==> src/rtl/fetch_stage.sv <==
// fetch_stage: MIPS IF stage that owns the PC, issues reads on the split addr/data inst bus and holds one slot for decode.
// Optional FETCH_PERF_CNT_EN adds perf_fetch_cnt / perf_discard_cnt outputs.
module fetch_stage #(
    parameter logic [31:0] RESET_PC = 32'hBFC0_0000,
    parameter logic [4:0]  EXC_ADEL = 5'h04
) (
    input  logic        clk,
    input  logic        resetn,
    output logic        inst_req,
    output logic [31:0] inst_addr,
    input  logic        inst_addr_ok,
    input  logic        inst_data_ok,
    input  logic [31:0] inst_rdata,
    input  logic        branch,
    input  logic [31:0] branch_pc,
    output logic        branch_ack,
    input  logic        flush,
    input  logic [31:0] flush_pc,
    input  logic        ready_i,
    output logic        valid_o,
    output logic [31:0] pc_o,
    output logic [31:0] inst_o,
    output logic        exc_o,
    output logic [4:0]  exccode_o
`ifdef FETCH_PERF_CNT_EN
    ,
    output logic [31:0] perf_fetch_cnt,
    output logic [31:0] perf_discard_cnt
`endif
);

    // state  | meaning
    // S_IDLE | no bus activity; waits for a free slot (or halted after a fetch exception)
    // S_REQ  | inst_req high, inst_addr held from r_pc until inst_addr_ok
    // S_WAIT | one read accepted, waiting for inst_data_ok
    typedef enum logic [1:0] {
        S_IDLE = 2'd0,
        S_REQ  = 2'd1,
        S_WAIT = 2'd2
    } state_t;

    state_t      r_state;
    state_t      w_state_nxt;

    logic [31:0] r_pc;
    logic [31:0] r_out_pc;
    logic        r_discard;
    logic        r_halt;

    logic        r_valid;
    logic [31:0] r_slot_pc;
    logic [31:0] r_inst;
    logic        r_exc;

    logic        r_dec_valid;
    logic [31:0] r_dec_pc;

    logic        w_consume;
    logic        w_slot_free;
    logic [31:0] w_ds_pc;
    logic        w_out_is_ds;
    logic        w_accept;
    logic        w_fill;
    logic        w_exc_fill;
    logic        w_discard_nxt;

    assign w_consume   = r_valid && ready_i;
    assign w_slot_free = !r_valid || ready_i;

    // Delay slot of the branch decode currently holds (the last instruction it consumed).
    assign w_ds_pc     = r_dec_pc + 32'd4;
    assign w_out_is_ds = r_dec_valid && (r_out_pc == w_ds_pc);

    assign inst_req    = (r_state == S_REQ);
    assign inst_addr   = r_pc;

    assign branch_ack  = r_dec_valid &&
                         ((r_valid && (r_slot_pc == w_ds_pc)) ||
                          ((r_state == S_WAIT) && !r_discard && (r_out_pc == w_ds_pc)));

    assign valid_o     = r_valid;
    assign pc_o        = r_slot_pc;
    assign inst_o      = r_inst;
    assign exc_o       = r_exc;
    assign exccode_o   = r_exc ? EXC_ADEL : 5'h00;

    always_ff @(posedge clk or negedge resetn) begin
        if (!resetn) begin
            r_state <= S_IDLE;
        end else begin
            r_state <= w_state_nxt;
        end
    end

    always_comb begin
        w_state_nxt   = r_state;
        w_accept      = 1'b0;
        w_fill        = 1'b0;
        w_exc_fill    = 1'b0;
        w_discard_nxt = r_discard;
        case (r_state)
            S_IDLE: begin
                // A redirect this cycle makes r_pc stale, so nothing is started until it lands.
                if (!flush && !branch && !r_halt && w_slot_free) begin
                    if (r_pc[1:0] != 2'b00) begin
                        w_exc_fill = 1'b1;
                    end else begin
                        w_state_nxt = S_REQ;
                    end
                end
            end
            S_REQ: begin
                if (inst_addr_ok) begin
                    w_accept      = 1'b1;
                    w_state_nxt   = S_WAIT;
                    w_discard_nxt = flush || branch;
                end else if (flush || branch) begin
                    w_state_nxt = S_IDLE;
                end
            end
            S_WAIT: begin
                if (inst_data_ok) begin
                    w_state_nxt   = S_IDLE;
                    w_discard_nxt = 1'b0;
                    w_fill        = !r_discard && !flush && !(branch && !w_out_is_ds);
                end else if (flush || (branch && !w_out_is_ds)) begin
                    w_discard_nxt = 1'b1;
                end
            end
            default: begin
                w_state_nxt = S_IDLE;
            end
        endcase
    end

    always_ff @(posedge clk or negedge resetn) begin
        if (!resetn) begin
            r_pc      <= RESET_PC;
            r_out_pc  <= 32'h0;
            r_discard <= 1'b0;
            r_halt    <= 1'b0;
        end else begin
            r_discard <= w_discard_nxt;
            if (flush) begin
                r_pc <= flush_pc;
            end else if (branch) begin
                r_pc <= branch_pc;
            end else if (w_accept) begin
                r_pc <= r_pc + 32'd4;
            end
            if (w_accept) begin
                r_out_pc <= r_pc;
            end
            if (flush) begin
                r_halt <= 1'b0;
            end else if (w_exc_fill) begin
                r_halt <= 1'b1;
            end
        end
    end

    always_ff @(posedge clk or negedge resetn) begin
        if (!resetn) begin
            r_valid   <= 1'b0;
            r_slot_pc <= 32'h0;
            r_inst    <= 32'h0;
            r_exc     <= 1'b0;
        end else if (flush) begin
            r_valid   <= 1'b0;
            r_slot_pc <= 32'h0;
            r_inst    <= 32'h0;
            r_exc     <= 1'b0;
        end else if (w_fill) begin
            r_valid   <= 1'b1;
            r_slot_pc <= r_out_pc;
            r_inst    <= inst_rdata;
            r_exc     <= 1'b0;
        end else if (w_exc_fill) begin
            r_valid   <= 1'b1;
            r_slot_pc <= r_pc;
            r_inst    <= 32'h0;
            r_exc     <= 1'b1;
        end else if (w_consume) begin
            r_valid   <= 1'b0;
        end
    end

    // Decode's current instruction, needed to locate its delay slot for branch_ack.
    always_ff @(posedge clk or negedge resetn) begin
        if (!resetn) begin
            r_dec_valid <= 1'b0;
            r_dec_pc    <= 32'h0;
        end else if (flush) begin
            r_dec_valid <= 1'b0;
        end else if (w_consume) begin
            r_dec_valid <= 1'b1;
            r_dec_pc    <= r_slot_pc;
        end
    end

`ifdef FETCH_PERF_CNT_EN
    logic [31:0] r_perf_fetch_cnt;
    logic [31:0] r_perf_discard_cnt;
    logic        w_dropped;

    assign w_dropped = (r_state == S_WAIT) && inst_data_ok && !w_fill;

    always_ff @(posedge clk or negedge resetn) begin
        if (!resetn) begin
            r_perf_fetch_cnt   <= 32'h0;
            r_perf_discard_cnt <= 32'h0;
        end else begin
            if (w_fill || w_exc_fill) begin
                r_perf_fetch_cnt <= r_perf_fetch_cnt + 32'd1;
            end
            if (w_dropped) begin
                r_perf_discard_cnt <= r_perf_discard_cnt + 32'd1;
            end
        end
    end

    assign perf_fetch_cnt   = r_perf_fetch_cnt;
    assign perf_discard_cnt = r_perf_discard_cnt;
`endif

endmodule

==> config.mk <==
export PLATFORM = sky130hd
export DESIGN_NAME = fetch_stage
export DESIGN_NICKNAME = d
export VERILOG_FILES = /design/src/rtl/fetch_stage.sv
export SDC_FILE = /design/constraint.sdc
export NUM_CORES = 1
export LEC_CHECK = 0
export ABC_AREA = 0
export BUFFER_PORTS_ARGS = -buffer_cell sky130_fd_sc_hd__buf_2
export CELL_PAD_IN_SITES_DETAIL_PLACEMENT = 0
export CELL_PAD_IN_SITES_GLOBAL_PLACEMENT = 1
export CORE_ASPECT_RATIO = 0.5
export CORE_MARGIN = 1.5
export CORE_UTILIZATION = 46
export DETAILED_ROUTE_END_ITERATION = 8
export GPL_ROUTABILITY_DRIVEN = 0
export PLACE_DENSITY_LB_ADDON = 0.2
export REMOVE_ABC_BUFFERS = 1
export SLEW_MARGIN = 20
export SYNTH_ARGS = -nofsm -noshare
export SYNTH_HDL_FRONTEND = slang
export SYNTH_SLANG_ARGS = --single-unit
==> constraint.sdc <==
create_clock -name clk -period 9.94 [get_ports clk]
set_clock_uncertainty 0.1 [all_clocks]
set_input_delay 0.994 -clock clk [delete_from_list [all_inputs] [get_ports clk]]
set_output_delay 0.994 -clock clk [all_outputs]
set_load 0.02 [all_outputs]
==> qor.txt <==
switching part of the total power -> 0.365
grt total ovfl -> 0
r2r startpoint -> r_dec_pc[2]$_DFFE_PN0P_
Slew HR -> 0.330
area grow syn2layout -> 17.9%
hpwl dp -> 21000 um
Seq/Total Area, Yosys -> 0.426
Worst Tran Pin Value -> 1.00 ns
crit path launch type -> flop
Crit. End Element -> output port
layout cell share with drive strength beyond 1 -> 0.290
TNS Setup -> 0 ns
final WL -> 29800 um
DP Cell Count -> 1414
iteration count of the initial detailed-routing pass -> 7
met2 Resource Use GR -> 0.393
gr usage total -> 0.274
hold_buf cts -> 0
hold path start -> r_halt$_DFFE_PN0P_
min setup slack post-route -> 4.54 ns
Logic pwr share -> 0.308
post-CTS setup buffers -> 0
cell with the most instances after synthesis -> dfrtp_1
area share of the largest cell type after synthesis -> 0.402
Starting DRT DRC Count -> 626
CTS root buffer -> clkbuf_16
Area contributors post-synth -> dfrtp_1 (40%), mux2_2 (7.3%), xnor2_1 (5.7%)
gr busiest metal -> met1
LEAKAGE -> 0.00544 uW
CTS tree -> done
clock-pin slew on the worst setup and hold paths -> 0.06 ns
post-cts sizing count -> 0
Mapped Cells -> 1001
Die X -> 210 um
first-pass GRT wire length -> 46700 um
pre-CTS WS -> 5.09 ns
DRC Markers -> 0
RR Endpoint -> pc_o[9]$_DFFE_PN0P_
routed via count -> 8468
endpoints failing setup -> 0
Worst Path Arrival -> 4.31 ns
Mean Syn Cell Area -> 9.83 um2
largest area contributor in the netlist -> dfrtp_1
core area -> 20700 um2
via/cell ratio -> 5.85
Routed Antenna Nets -> 0
Distinct cells, synth -> 60
FMAX -> 185 MHz
clock power share -> 0.268
I/O Buffers -> 203
Yosys warnings -> 0
Sink Count -> 167
total internal power -> 1590 uW
Initial Util -> 0.474
Synth async-reset ratio -> 1.00
grt met3 use -> 0.0910
status -> complete, no violations
RSZ-0062 raised after global routing -> no
Core Rows -> 37
critical path peak fanout -> 9
final period utilization -> 0.544
Hold Slack -> 0.400 ns
synthesis-stage register bit count -> 167
Fin. Hold Viols -> 0
nets@finish -> 1269
die area -> 22300 um2
# diodes -> 0
peak supply drop -> 0.117 mV
Skew-Pair Late Insertion Delay -> 0.44 ns
largest net degree at the start of global routing -> 108
minimum clock period -> 5.40 ns
initial antenna violation count -> 2
vias in the first global route -> 8096
Post-Syn Area -> 9840 um2
H-tree Lvls -> 4
Primary FF master, synth -> dfrtp_1
Max Cap Viol -> 0
P_sw -> 914 uW
Hold Path End -> r_halt$_DFFE_PN0P_
cts bufs inserted -> 17
Reg2Reg Depth -> 12
Hold Path Class -> flop to flop
routed len/inst -> 20.6 um
data required time at the worst endpoint -> 8.85 ns
die height -> 106 um
hold depth -> 2
Slew Limit Fails -> 0
IO Count -> 208
Power per Cell Area -> 216 nW/um2
kind of critical path -> flop to output port
GR Util met1 -> 0.394
Post-synth EDFFs -> 0
Sequential Power Share -> 0.425
Clock Path Buffers -> 2
non-filler cells, final -> 1447
Commonest cells post-synth -> dfrtp_1 (158), mux2_2 (64), xnor2_1 (64)
reg2reg setup slack -> 4.93 ns
[metal layers]
metal  wire [um]  up-vias
met5          27        -
met4         362        4
li1            -     3967
met2       12700      272
met1       14300     4191
met3        2390       34
[sequential cells by signal (all words and copies together) (netlist names)]
signal and flops:
r_dec_valid 1, exc_o 1, inst_o 32, r_dec_pc 32, valid_o 1, r_out_pc 32
r_state 2, r_halt 1, inst_addr 32, pc_o 32, r_discard 1
[power by group through the flow]
stage	clock network (uW)	logic [uW]	registers (uW)
3_3_place_gp	0	756	1060
2_1_floorplan	0	483	1050
6_report	670	770	1060
3_5_place_dp	0	766	1070
4_1_cts	684	770	1060
5_1_grt	714	836	1090
[logic make-up (layout without fill, tap and decap cells)]
family	count (synthesis)	count (layout)	synth area share
buffers and inverters	121	291	0.0525
muxes	84	84	0.0936
DFF	167	167	0.426
other	1	4	0.000381
adders and majority gates	5	5	0.00636
AOI/OAI and AO/OA	183	183	0.133
and+or+nand+nor	321	321	0.177
xor gates and xnor gates	119	119	0.112
[final cells by class]
type                    instances  area, um2
clock buffers                  24        492
clock inverters                 8       95.1
fillers                      1901       9140
inverters                      40        150
multi-input cells             716       5170
flip-flops and latches        167       4190
well taps                     273        342
repair buffers                219       1160
[how the worst max path moves through the flow]
stage / from / to / slack [ns]
CTS: r_dec_pc[2]$_DFFE_PN0P_ / branch_ack / 4.64
finish: r_dec_pc[2]$_DFFE_PN0P_ / branch_ack / 4.54
detailed placement: r_dec_pc[2]$_DFFE_PN0P_ / pc_o[4]$_DFFE_PN0P_ / 5.09
global route: r_dec_pc[2]$_DFFE_PN0P_ / branch_ack / 4.36
global placement: r_dec_pc[2]$_DFFE_PN0P_ / pc_o[16]$_DFFE_PN0P_ / 5.17
floorplan: branch / pc_o[0]$_DFFE_PN0P_ / 5.08
[worst max-delay path, cell delays in order, from the launching register on]
cell	delay, ns
dfrtp_1	0.53
ha_1	0.42
nand4_1	0.19
or2_2	0.34
nor4_1	0.43
xor3_1	0.31
a2111oi_0	0.66
nand4_1	0.41
nor3_1	0.24
a22o_1	0.17
buf_2	0.16
[through the flow]
stage,total power [uW],area (um2),util
after floorplan,1540,9480,-
after global placement,1820,11000,0.530
after detailed placement,1840,11000,0.530
after CTS,2510,11600,0.558
after global routing,2640,11600,0.560
final,2500,11600,0.560
[cell usage in the layout (no fill, tap or decap), types with 3 or more instances in the layout]
cell type / instances
a2111oi_0: 3
a21oi_1: 46
a221o_1: 32
and2_1: 4
and3_1: 46
and4_1: 7
buf_2: 202
buf_4: 15
clkbuf_1: 3
clkbuf_16: 17
clkbuf_8: 4
clkinv_2: 4
conb_1: 4
dfrtp_1: 158
dfstp_2: 9
ha_1: 5
inv_1: 39
mux2_2: 64
mux2i_1: 20
nand2_1: 58
nand2_2: 4
nand2b_1: 3
nand3_1: 35
nand4_1: 58
nor2_1: 58
nor3_1: 15
nor4_1: 14
o21ai_0: 45
o41ai_1: 32
or3_1: 3
xnor2_1: 64
xor2_1: 51
Note: power is estimated with default switching activity, not from simulation.
